===== src/rtl/fft_frame_sequencer_if.sv =====
// Bundle of UART-side, RAM-side and FFT-core-side signals for fft_frame_sequencer.
// master = the sequencer, slave = its surroundings (UART, RAM, FFT core).
interface fft_frame_sequencer_if #(
    parameter int DATA_W = 16,
    parameter int ADDR_W = 5
);
    logic [1:0]          fft_select_i;
    logic                frame_start_i;
    logic                sample_valid_i;
    logic [DATA_W-1:0]   sample_R_i;
    logic [DATA_W-1:0]   sample_I_i;
    logic                frame_end_i;
    logic                mem_we_o;
    logic [ADDR_W-1:0]   mem_waddr_o;
    logic [2*DATA_W-1:0] mem_wdata_o;
    logic                mem_re_o;
    logic [ADDR_W-1:0]   mem_raddr_o;
    logic [2*DATA_W-1:0] mem_rdata_i;
    logic                fft_start_o;
    logic                fft_done_i;
    logic [DATA_W-1:0]   coeff_R_o;
    logic [DATA_W-1:0]   coeff_I_o;
    logic                coeff_valid_o;
    logic                coeff_ready_i;
    logic                tx_start_o;
    logic                busy_o;
    logic                error_o;

    modport master (
        input  fft_select_i, frame_start_i, sample_valid_i, sample_R_i, sample_I_i,
               frame_end_i, mem_rdata_i, fft_done_i, coeff_ready_i,
        output mem_we_o, mem_waddr_o, mem_wdata_o, mem_re_o, mem_raddr_o,
               fft_start_o, coeff_R_o, coeff_I_o, coeff_valid_o, tx_start_o,
               busy_o, error_o
    );

    modport slave (
        output fft_select_i, frame_start_i, sample_valid_i, sample_R_i, sample_I_i,
               frame_end_i, mem_rdata_i, fft_done_i, coeff_ready_i,
        input  mem_we_o, mem_waddr_o, mem_wdata_o, mem_re_o, mem_raddr_o,
               fft_start_o, coeff_R_o, coeff_I_o, coeff_valid_o, tx_start_o,
               busy_o, error_o
    );
endinterface


===== src/rtl/fft_frame_sequencer.sv =====
// Frame sequencer: UART samples -> RAM -> FFT core run -> coefficient readout to UART TX.
// Define FFT_SEQ_BITREV_EN to store samples at bit-reversed addresses (readout stays natural).
module fft_frame_sequencer #(
    parameter int DATA_W      = 16,
    parameter int ADDR_W      = 5,
    parameter int FFT_TIMEOUT = 4096
) (
    input  logic                  clk,
    input  logic                  rst_n,
    fft_frame_sequencer_if.master bus
);
    localparam int CNT_W = $clog2(FFT_TIMEOUT);
    localparam logic [ADDR_W:0]  IDX_ONE  = (ADDR_W+1)'(1);
    localparam logic [ADDR_W:0]  N8       = (ADDR_W+1)'(8);
    localparam logic [ADDR_W:0]  N16      = (ADDR_W+1)'(16);
    localparam logic [ADDR_W:0]  N32      = (ADDR_W+1)'(32);
    localparam logic [CNT_W-1:0] CNT_ONE  = CNT_W'(1);
    localparam logic [CNT_W-1:0] TMO_LAST = CNT_W'(FFT_TIMEOUT - 1);

    typedef enum logic [3:0] {
        S_IDLE, S_LOAD, S_START, S_WAIT, S_READ, S_LATCH, S_SEND, S_DONE, S_ERROR
    } state_t;

    state_t            state_q, state_d;
    logic [ADDR_W:0]   idx_q, idx_d;
    logic [ADDR_W:0]   n_q, n_d;
    logic [CNT_W-1:0]  tmo_q, tmo_d;
    logic              err_q, err_d;
    logic [DATA_W-1:0] coeff_r_q, coeff_r_d;
    logic [DATA_W-1:0] coeff_i_q, coeff_i_d;

    logic [ADDR_W:0]   idx_inc;
    logic [ADDR_W:0]   n_decode;
    logic              load_ok;
    logic              overrun;
    logic [ADDR_W-1:0] wr_addr;

    assign idx_inc = idx_q + IDX_ONE;
    assign load_ok = (idx_q < n_q);

    always_comb begin
        case (bus.fft_select_i)
            2'b00:   n_decode = N8;
            2'b01:   n_decode = N16;
            default: n_decode = N32;
        endcase
    end

`ifdef FFT_SEQ_BITREV_EN
    // Reverse all ADDR_W bits, then shift down so only the low log2N bits remain reversed.
    logic [ADDR_W-1:0] idx_rev;
    int                shamt;
    for (genvar gi = 0; gi < ADDR_W; gi++) begin : g_rev
        assign idx_rev[gi] = idx_q[ADDR_W-1-gi];
    end
    always_comb begin
        if (n_q == N8)       shamt = ADDR_W - 3;
        else if (n_q == N16) shamt = ADDR_W - 4;
        else                 shamt = ADDR_W - 5;
        wr_addr = idx_rev >> shamt;
    end
`else
    assign wr_addr = idx_q[ADDR_W-1:0];
`endif

    always_ff @(posedge clk or negedge rst_n) begin
        if (!rst_n) begin
            state_q   <= S_IDLE;
            idx_q     <= '0;
            n_q       <= '0;
            tmo_q     <= '0;
            err_q     <= 1'b0;
            coeff_r_q <= '0;
            coeff_i_q <= '0;
        end else begin
            state_q   <= state_d;
            idx_q     <= idx_d;
            n_q       <= n_d;
            tmo_q     <= tmo_d;
            err_q     <= err_d;
            coeff_r_q <= coeff_r_d;
            coeff_i_q <= coeff_i_d;
        end
    end

    always_comb begin
        state_d   = state_q;
        idx_d     = idx_q;
        n_d       = n_q;
        tmo_d     = tmo_q;
        err_d     = err_q;
        coeff_r_d = coeff_r_q;
        coeff_i_d = coeff_i_q;
        overrun   = 1'b0;
        case (state_q)
            S_IDLE: begin
                if (bus.frame_start_i) begin
                    if (bus.fft_select_i == 2'b11) begin
                        err_d = 1'b1;
                    end else begin
                        n_d     = n_decode;
                        idx_d   = '0;
                        err_d   = 1'b0;
                        state_d = S_LOAD;
                    end
                end
            end
            S_LOAD: begin
                if (bus.frame_start_i) begin
                    if (bus.fft_select_i == 2'b11) begin
                        err_d   = 1'b1;
                        state_d = S_ERROR;
                    end else begin
                        n_d   = n_decode;
                        idx_d = '0;
                        err_d = 1'b0;
                    end
                end else begin
                    overrun = bus.sample_valid_i && !load_ok;
                    if (bus.sample_valid_i && load_ok) idx_d = idx_inc;
                    // frame_end is judged against the count including a same-cycle sample
                    if (overrun) begin
                        err_d   = 1'b1;
                        state_d = S_ERROR;
                    end else if (bus.frame_end_i) begin
                        if (idx_d == n_q) begin
                            state_d = S_START;
                        end else begin
                            err_d   = 1'b1;
                            state_d = S_ERROR;
                        end
                    end
                end
            end
            S_START: begin
                tmo_d   = '0;
                state_d = S_WAIT;
            end
            S_WAIT: begin
                if (bus.fft_done_i) begin
                    idx_d   = '0;
                    state_d = S_READ;
                end else begin
                    tmo_d = tmo_q + CNT_ONE;
                    if (tmo_d == TMO_LAST) begin
                        err_d   = 1'b1;
                        state_d = S_ERROR;
                    end
                end
            end
            S_READ:  state_d = S_LATCH;
            S_LATCH: begin
                coeff_r_d = bus.mem_rdata_i[2*DATA_W-1:DATA_W];
                coeff_i_d = bus.mem_rdata_i[DATA_W-1:0];
                state_d   = S_SEND;
            end
            S_SEND: begin
                if (bus.coeff_ready_i) begin
                    idx_d   = idx_inc;
                    state_d = (idx_inc == n_q) ? S_DONE : S_READ;
                end
            end
            S_DONE:  state_d = S_IDLE;
            S_ERROR: state_d = S_IDLE;
            default: state_d = S_IDLE;
        endcase
    end

    always_comb begin
        bus.mem_we_o      = (state_q == S_LOAD) && bus.sample_valid_i && !bus.frame_start_i && load_ok;
        bus.mem_waddr_o   = bus.mem_we_o ? wr_addr : '0;
        bus.mem_wdata_o   = bus.mem_we_o ? {bus.sample_R_i, bus.sample_I_i} : '0;
        bus.mem_re_o      = (state_q == S_READ);
        bus.mem_raddr_o   = bus.mem_re_o ? idx_q[ADDR_W-1:0] : '0;
        bus.fft_start_o   = (state_q == S_START);
        bus.coeff_valid_o = (state_q == S_SEND);
        bus.tx_start_o    = (state_q == S_READ) || (state_q == S_LATCH) ||
                            (state_q == S_SEND) || (state_q == S_DONE);
        bus.busy_o        = (state_q != S_IDLE);
        bus.error_o       = err_q;
        bus.coeff_R_o     = coeff_r_q;
        bus.coeff_I_o     = coeff_i_q;
    end
endmodule


===== src/flat_wrapper.sv =====
// flat-port wrapper written by rule: the top's interface ports become plain ports
module fft_frame_sequencer_flat 
#(
    parameter int DATA_W      = 16,
    parameter int ADDR_W      = 5,
    parameter int FFT_TIMEOUT = 4096
)
  (clk, rst_n, bus_fft_select_i, bus_frame_start_i, bus_sample_valid_i, bus_sample_R_i, bus_sample_I_i, bus_frame_end_i, bus_mem_rdata_i, bus_fft_done_i, bus_coeff_ready_i, bus_mem_we_o, bus_mem_waddr_o, bus_mem_wdata_o, bus_mem_re_o, bus_mem_raddr_o, bus_fft_start_o, bus_coeff_R_o, bus_coeff_I_o, bus_coeff_valid_o, bus_tx_start_o, bus_busy_o, bus_error_o);
  fft_frame_sequencer_if #(.DATA_W(DATA_W), .ADDR_W(ADDR_W)) bus_i ();
  input  logic clk;
  input  logic rst_n;
  input wire logic [$bits(bus_i.fft_select_i)-1:0] bus_fft_select_i;
  input wire logic [$bits(bus_i.frame_start_i)-1:0] bus_frame_start_i;
  input wire logic [$bits(bus_i.sample_valid_i)-1:0] bus_sample_valid_i;
  input wire logic [$bits(bus_i.sample_R_i)-1:0] bus_sample_R_i;
  input wire logic [$bits(bus_i.sample_I_i)-1:0] bus_sample_I_i;
  input wire logic [$bits(bus_i.frame_end_i)-1:0] bus_frame_end_i;
  input wire logic [$bits(bus_i.mem_rdata_i)-1:0] bus_mem_rdata_i;
  input wire logic [$bits(bus_i.fft_done_i)-1:0] bus_fft_done_i;
  input wire logic [$bits(bus_i.coeff_ready_i)-1:0] bus_coeff_ready_i;
  output wire logic [$bits(bus_i.mem_we_o)-1:0] bus_mem_we_o;
  output wire logic [$bits(bus_i.mem_waddr_o)-1:0] bus_mem_waddr_o;
  output wire logic [$bits(bus_i.mem_wdata_o)-1:0] bus_mem_wdata_o;
  output wire logic [$bits(bus_i.mem_re_o)-1:0] bus_mem_re_o;
  output wire logic [$bits(bus_i.mem_raddr_o)-1:0] bus_mem_raddr_o;
  output wire logic [$bits(bus_i.fft_start_o)-1:0] bus_fft_start_o;
  output wire logic [$bits(bus_i.coeff_R_o)-1:0] bus_coeff_R_o;
  output wire logic [$bits(bus_i.coeff_I_o)-1:0] bus_coeff_I_o;
  output wire logic [$bits(bus_i.coeff_valid_o)-1:0] bus_coeff_valid_o;
  output wire logic [$bits(bus_i.tx_start_o)-1:0] bus_tx_start_o;
  output wire logic [$bits(bus_i.busy_o)-1:0] bus_busy_o;
  output wire logic [$bits(bus_i.error_o)-1:0] bus_error_o;
  assign bus_i.fft_select_i = bus_fft_select_i;
  assign bus_i.frame_start_i = bus_frame_start_i;
  assign bus_i.sample_valid_i = bus_sample_valid_i;
  assign bus_i.sample_R_i = bus_sample_R_i;
  assign bus_i.sample_I_i = bus_sample_I_i;
  assign bus_i.frame_end_i = bus_frame_end_i;
  assign bus_i.mem_rdata_i = bus_mem_rdata_i;
  assign bus_i.fft_done_i = bus_fft_done_i;
  assign bus_i.coeff_ready_i = bus_coeff_ready_i;
  assign bus_mem_we_o = bus_i.mem_we_o;
  assign bus_mem_waddr_o = bus_i.mem_waddr_o;
  assign bus_mem_wdata_o = bus_i.mem_wdata_o;
  assign bus_mem_re_o = bus_i.mem_re_o;
  assign bus_mem_raddr_o = bus_i.mem_raddr_o;
  assign bus_fft_start_o = bus_i.fft_start_o;
  assign bus_coeff_R_o = bus_i.coeff_R_o;
  assign bus_coeff_I_o = bus_i.coeff_I_o;
  assign bus_coeff_valid_o = bus_i.coeff_valid_o;
  assign bus_tx_start_o = bus_i.tx_start_o;
  assign bus_busy_o = bus_i.busy_o;
  assign bus_error_o = bus_i.error_o;
  fft_frame_sequencer #(.DATA_W(DATA_W), .ADDR_W(ADDR_W), .FFT_TIMEOUT(FFT_TIMEOUT)) u_core (.clk(clk), .rst_n(rst_n), .bus(bus_i));
endmodule

===== config.mk =====
export PLATFORM = sky130hd
export DESIGN_NAME = fft_frame_sequencer_flat
export DESIGN_NICKNAME = d
export VERILOG_FILES = /design/src/rtl/fft_frame_sequencer_if.sv /design/src/rtl/fft_frame_sequencer.sv /design/src/flat_wrapper.sv
export SDC_FILE = /design/constraint.sdc
export NUM_CORES = 1
export LEC_CHECK = 0
export ABC_CLOCK_PERIOD_IN_PS = 6300
export CAP_MARGIN = 20
export CORE_UTILIZATION = 40
export CTS_CLUSTER_SIZE = 28
export DETAILED_ROUTE_END_ITERATION = 6
export PLACE_DENSITY = 0.78
export SLEW_MARGIN = 20
export SYNTH_ARGS = -nofsm -noshare
export SYNTH_HDL_FRONTEND = slang
export SYNTH_SLANG_ARGS = --single-unit

===== constraint.sdc =====
create_clock -name clk -period 6.3 [get_ports clk]
set_input_delay 1.26 -clock clk [delete_from_list [all_inputs] [get_ports clk]]
set_output_delay 1.26 -clock clk [all_outputs]
set_load 0.1 [all_outputs]

# Word level (Yosys, flattened, before mapping)

Cells that the tools add are included.

Register bits after elaboration: 61
Output and inout bits: 81
Logic and storage cells: 91

$add $sub $neg: 2
Magnitude comparators: 1
Equality and inequality tests: 22
Multiplexer cells: 36
Bitwise logic cells: 1
Reductions and logical operators: 22

Operators with widths:

| operator              | number |
|---|---|
| $mux 6                | 8 |
| $mux 4                | 10 |
| $mux 32               | 1 |
| $pmux 4 s7            | 1 |
| $pmux 12 s2           | 1 |
| $pmux 6 s4            | 1 |
| $eq 4x3->1 const B    | 4 |
| $add 12x1->12 const B | 1 |
| $eq 12x12->1 const B  | 1 |
| $eq 6x6->1            | 2 |
| $mux 12               | 1 |
| $pmux 6 s2            | 1 |
| $reduce_and 6->1      | 2 |
| $mux 5                | 2 |
| $ne 2x2->1 const B    | 5 |
| $eq 4x2->1 const B    | 2 |
| $mux 1                | 8 |
| $ne 4x3->1 const B    | 2 |
| $reduce_bool 4->1     | 2 |
| $add 6x1->6 const B   | 1 |
| $lt 6x6->1            | 1 |
| $ne 3x2->1 const B    | 2 |
| $logic_and 1x1->1     | 5 |
| $eq 4x1->1 const B    | 1 |
| 16 further kinds      | 19 |

# Logic depth before layout (Yosys ltp)

Word-level depth: 11
Gate-level depth with buffers: 9

# Least setup slack after synthesis

No wires, ideal clock.

Path kind: register -> output
From: register u_core.state_q[3]
To: output bus_mem_raddr_o[0]
Arrival: 3,909 ps
Required time: 5,040 ps
Slack: 1,131 ps
Cell stages (with the launch flop): 6
Path through: dfrtp_1 clkbuf_1 nand2b_1 clkbuf_1 nor3_1 and2_1

Longest elaborated chain between the ends: 2

Ends and longest elaborated chain:

| element                | line                       | RTL |
|---|---|---|
| start, declared        | fft_frame_sequencer.sv:24  | `state_t state_q, state_d;` |
| start signal, assigned | fft_frame_sequencer.sv:76  | `state_q <= state_d;` |
| $eq 4x3->1             | fft_frame_sequencer.sv:173 | `bus.mem_re_o = (state_q == S_READ);` |
| via bus_mem_re_o       | flat_wrapper.sv:24         | `output wire logic [$bits(bus_i.mem_re_o)-1:0] bus_mem_re_o;` |
| $mux 5                 | fft_frame_sequencer.sv:174 | `bus.mem_raddr_o = bus.mem_re_o ? idx_q[ADDR_W-1:0] : '0;` |
| end, declared          | flat_wrapper.sv:25         | `output wire logic [$bits(bus_i.mem_raddr_o)-1:0] bus_mem_raddr_o;` |

The timed path passes the listed nets, and every way through them passes these cells.

# Worst setup path in the final report

From: input bus_frame_start_i
To: output bus_mem_waddr_o[1]

Longest elaborated chain between the ends: 4

Ends and longest elaborated chain:

| element                        | line                       | RTL |
|---|---|---|
| start, declared                | flat_wrapper.sv:13         | `input wire logic [$bits(bus_i.frame_start_i)-1:0] bus_frame_start_i;` |
| $logic_not 1->1                | fft_frame_sequencer.sv:170 | `bus.mem_we_o = (state_q == S_LOAD) && bus.sample_valid_i && !bus.frame_start_i && load_ok;` |
| $logic_and 1x1->1 (2 in a row) | fft_frame_sequencer.sv:170 |  |
| $mux 5                         | fft_frame_sequencer.sv:171 | `bus.mem_waddr_o = bus.mem_we_o ? wr_addr : '0;` |
| end, declared                  | flat_wrapper.sv:22         | `output wire logic [$bits(bus_i.mem_waddr_o)-1:0] bus_mem_waddr_o;` |

No other way between the ends.

==> flow_summary.json <==
{
  "dominant_cell_by_count_in_the_synthesized_netlist": "dfrtp_1",
  "worst_path_dominant_cell_family": "buffers and inverters",
  "final_min_period_over_clock_period_pct": 78.9,
  "groute.usage.overall_pct": 22.1,
  "synth_largest_type_area_fraction_pct": 42.6,
  "grt_antenna_before_repair": 0,
  "worst-slew-pin-transition_ps": 1020,
  "synth_common_cells": "dfrtp_1 (58), and2_1 (41), mux2_2 (33)",
  "numCtsBuffers": 9,
  "drv_slew": 0,
  "synth_enable_flop_cells": 0,
  "drtPass1Iterations": 4,
  "number_of_resized_instances_in_the_post_cts_repair_step": 0,
  "fp.coreArea_um2": 8220,
  "fill_cell_instance_count_of_the_final_layout": 696,
  "bufs_and_invs_on_worst_path": 2,
  "cell_with_the_biggest_individual_delay_on_the_critical_path": "clkdlybuf4s50_1",
  "drc": 0,
  "clk-insertion-delay-late_ps": 330,
  "layout.cells.non_filler": 617,
  "hold_crit_depth": 1,
  "floorplan.die.height_um": 94.3,
  "top_level_i_o_count": 154,
  "worstHoldStart": "u_core.bus.coeff_R_o[8]",
  "reg2reg_from": "u_core.tmo_q[0]",
  "minimum_period_implied_by_the_final_worst_setup_slack_ps": 4970,
  "dominant_combinational_cell_family_by_area_after_synthesis": "simple AND/OR/NAND/NOR gates",
  "fin_nets": 586,
  "htreeDepth": 3,
  "cp.arrival_ps": 3710,
  "synth_seq_cells": 58,
  "grt_overflow_total": 0,
  "critPathMostFrequentCell": "clkdlybuf4s50_1",
  "wire_length_of_the_first_global_routing_pass_um": 15000,
  "max_cap_violations": 0,
  "final-setup-viol-count": 0,
  "crit_path_start_kind": "primary input",
  "hold_viol_final": 0,
  "slew_headroom_pct": 32.1,
  "timing.clock.skew_ps": 10.7,
  "ctsHoldBuffers": 0,
  "timing.fmax_mhz": 201,
  "antenna_violating_nets_post_route": 0,
  "syn_area_per_cell_um2": 9.47,
  "async_reset_ff_share_pct": 100,
  "post_cts.repair.setup_buffers": 0,
  "leakagePower_uw": 0.00217,
  "critPathRequiredTime_ps": 5040,
  "synth_nets": 439,
  "ctsLongestPathBuffers": 2,
  "wire_per_inst_um": 15.3,
  "post-place-cells": 601,
  "clock-root-buffer": "clkbuf_8",
  "synth_simple_gate_area_share_pct": 23.6,
  "r2r_setup_slack_ps": 3530,
  "setup_total_negative_slack_ps": 0,
  "synthTopCellsByArea": "dfrtp_1 (43%), mux2_2 (11%), and2_1 (7.5%)",
  "cp_cell_sequence": "clkdlybuf4s50_1 > or3_1 > nor3_1 > clkdlybuf4s50_1",
  "num_vias": 3259,
  "synth.largest_area_cell": "dfrtp_1",
  "p_per_area_nw_per_um2": 542,
  "routed_wirelength_um": 9430,
  "synth-adder-area-share_pct": 2.20,
  "holdCritPathClass": "flip-flop to flip-flop",
  "setup.worst_path.class": "primary input to primary output",
  "dieWidth_um": 94.3,
  "layout-area-overhead-vs-synth_pct": 51.2,
  "timing.reg2reg.worst_path_depth": 7,
  "status": "finished clean",
  "largest_net_degree_at_the_start_of_global_routing": 59,
  "slowest_delay_ps": 1170,
  "row_count": 33,
  "instance_count_of_the_mapped_netlist": 360,
  "initial_core_util_pct": 41.5,
  "endpoint_kind": "primary output",
  "synth_cell_type_count": 50,
  "io_buffer_count": 153,
  "place.gp.congestion": 0.930,
  "critical_path.max_fanout": 9,
  "synthMuxAreaShare_pct": 11.5,
  "clk_pin_slew_ps": 60,
  "grt_setup_unrepaired": "no",
  "synth-xor-area-share_pct": 2.31,
  "worst_ir_drop_vdd_v": 0.000392,
  "synth_compound_area_share_pct": 14.7,
  "synthesis.area_um2": 3410,
  "place.detailed.hpwl_um": 7210,
  "fp.dieArea_um2": 8890,
  "grt_pass1_vias": 3148,
  "drt-vias-per-instance": 5.28,
  "drt_initial_violations": 175,
  "cts_tree": "yes",
  "dominantRegCellSynth": "dfrtp_1",
  "reg2reg_to": "u_core.state_q[1]",
  "clkSinkCount": 58,
  "final_layout_size_suffix_gt1_share_pct": 18.9,
  "timing.hold.worst_endpoint": "u_core.bus.coeff_R_o[8]",
  "antenna_cells": 0,
  "synth-seq-area-share_pct": 42.6,
  "yosys_warnings": 0
}
## cells by family (layout without fill, tap and decap cells)
group / after synthesis / count (layout)
AND/OR/NAND/NOR: 149 / 149
AO/OA/AOI/OAI: 75 / 75
flip-flops: 58 / 58
multiplexers: 35 / 35
buffers and inverters: 28 / 180
XOR/XNOR: 9 / 9
adder cells (fa/ha/maj): 6 / 6
## cells in the final DEF (no fill, tap or decap), types with 11 or more instances in the layout
| cell type | synthesis | routed |
|---|---|---|
| a21oi_1 | 15 | 15 |
| and2_1 | 41 | 41 |
| buf_4 | 0 | 39 |
| clkbuf_8 | 0 | 11 |
| clkdlybuf4s50_1 | 0 | 116 |
| dfrtp_1 | 58 | 58 |
| mux2_2 | 33 | 33 |
| nand2_1 | 26 | 26 |
| nor2_1 | 32 | 31 |
| o21ai_0 | 17 | 17 |
## report_power, final
part | switching, uW | total [uW] | internal [uW]
Clock | 147 | 392 | 244
Sequential | 113 | 622 | 509
Combinational | 1310 | 1780 | 467
Total | 1570 | 2790 | 1220
## metrics by stage
step / setup WS, ps / cell area (um^2) / power (uW) / hold slack (ps) / utilization (%)
2_1_floorplan: 1130 / 3410 / 1990 / 466 / -
3_3_place_gp: 1390 / 4920 / 2380 / 488 / 59.9
6_report: 1330 / 5150 / 2790 / 505 / 62.7
3_5_place_dp: 1360 / 4920 / 2410 / 495 / 59.9
4_1_cts: 1360 / 5150 / 2810 / 510 / 62.7
5_1_grt: 1290 / 5150 / 2920 / 524 / 62.7
## cell type report
cell class                      count  area (um^2)  share of cell area, %
Clock inverter                      4         73.8                   1.43
Clock buffer                       12          155                   3.01
Inverter                            8         30.0                  0.583
Multi-Input combinational cell    274         1850                   36.0
Sequential cell                    58         1450                   28.2
Tap cell                          105          131                   2.55
Timing Repair Buffer              156         1460                   28.3
## metal layers
metal  track usage [%]  part of all wire [%]  vias up
met5                 0                     0        -
met4              9.74                   2.1        0
met3              4.69                   7.4       18
met2              42.0                    54      127
met1              23.0                    37     1542
li1                  -                     -     1572
## worst max path at each step
stage                 startpoint            endpoint  slack, ps  cells past startpoint
3_3_place_gp   bus_frame_start_i  bus_mem_waddr_o[1]       1390                      4
3_5_place_dp   bus_frame_start_i  bus_mem_waddr_o[1]       1360                      4
5_1_grt        bus_frame_start_i  bus_mem_waddr_o[2]       1290                      4
4_1_cts        bus_frame_start_i  bus_mem_waddr_o[1]       1360                      4
2_1_floorplan  u_core.state_q[3]  bus_mem_raddr_o[0]       1130                      5
6_report       bus_frame_start_i  bus_mem_waddr_o[1]       1330                      4
## worst register-to-register path, cell delays in order (launching register included)
cell and delay [ps]:
dfrtp_1 470, ha_1 460, nand2_1 100, or3_4 360, or3b_4 390, a2111oi_4 390
o21ai_2 100, o41a_1 390
## flip-flops by register name (all words and copies together), names as in the netlist
register and flops:
u_core.bus.coeff_R_o 16, u_core.bus.coeff_I_o 16, u_core.n_q 3, u_core.tmo_q 12, u_core.state_q 4, u_core.idx_q 6, u_core.bus.error_o 1
No activity file was read; power rests on OpenSTA's default activity.
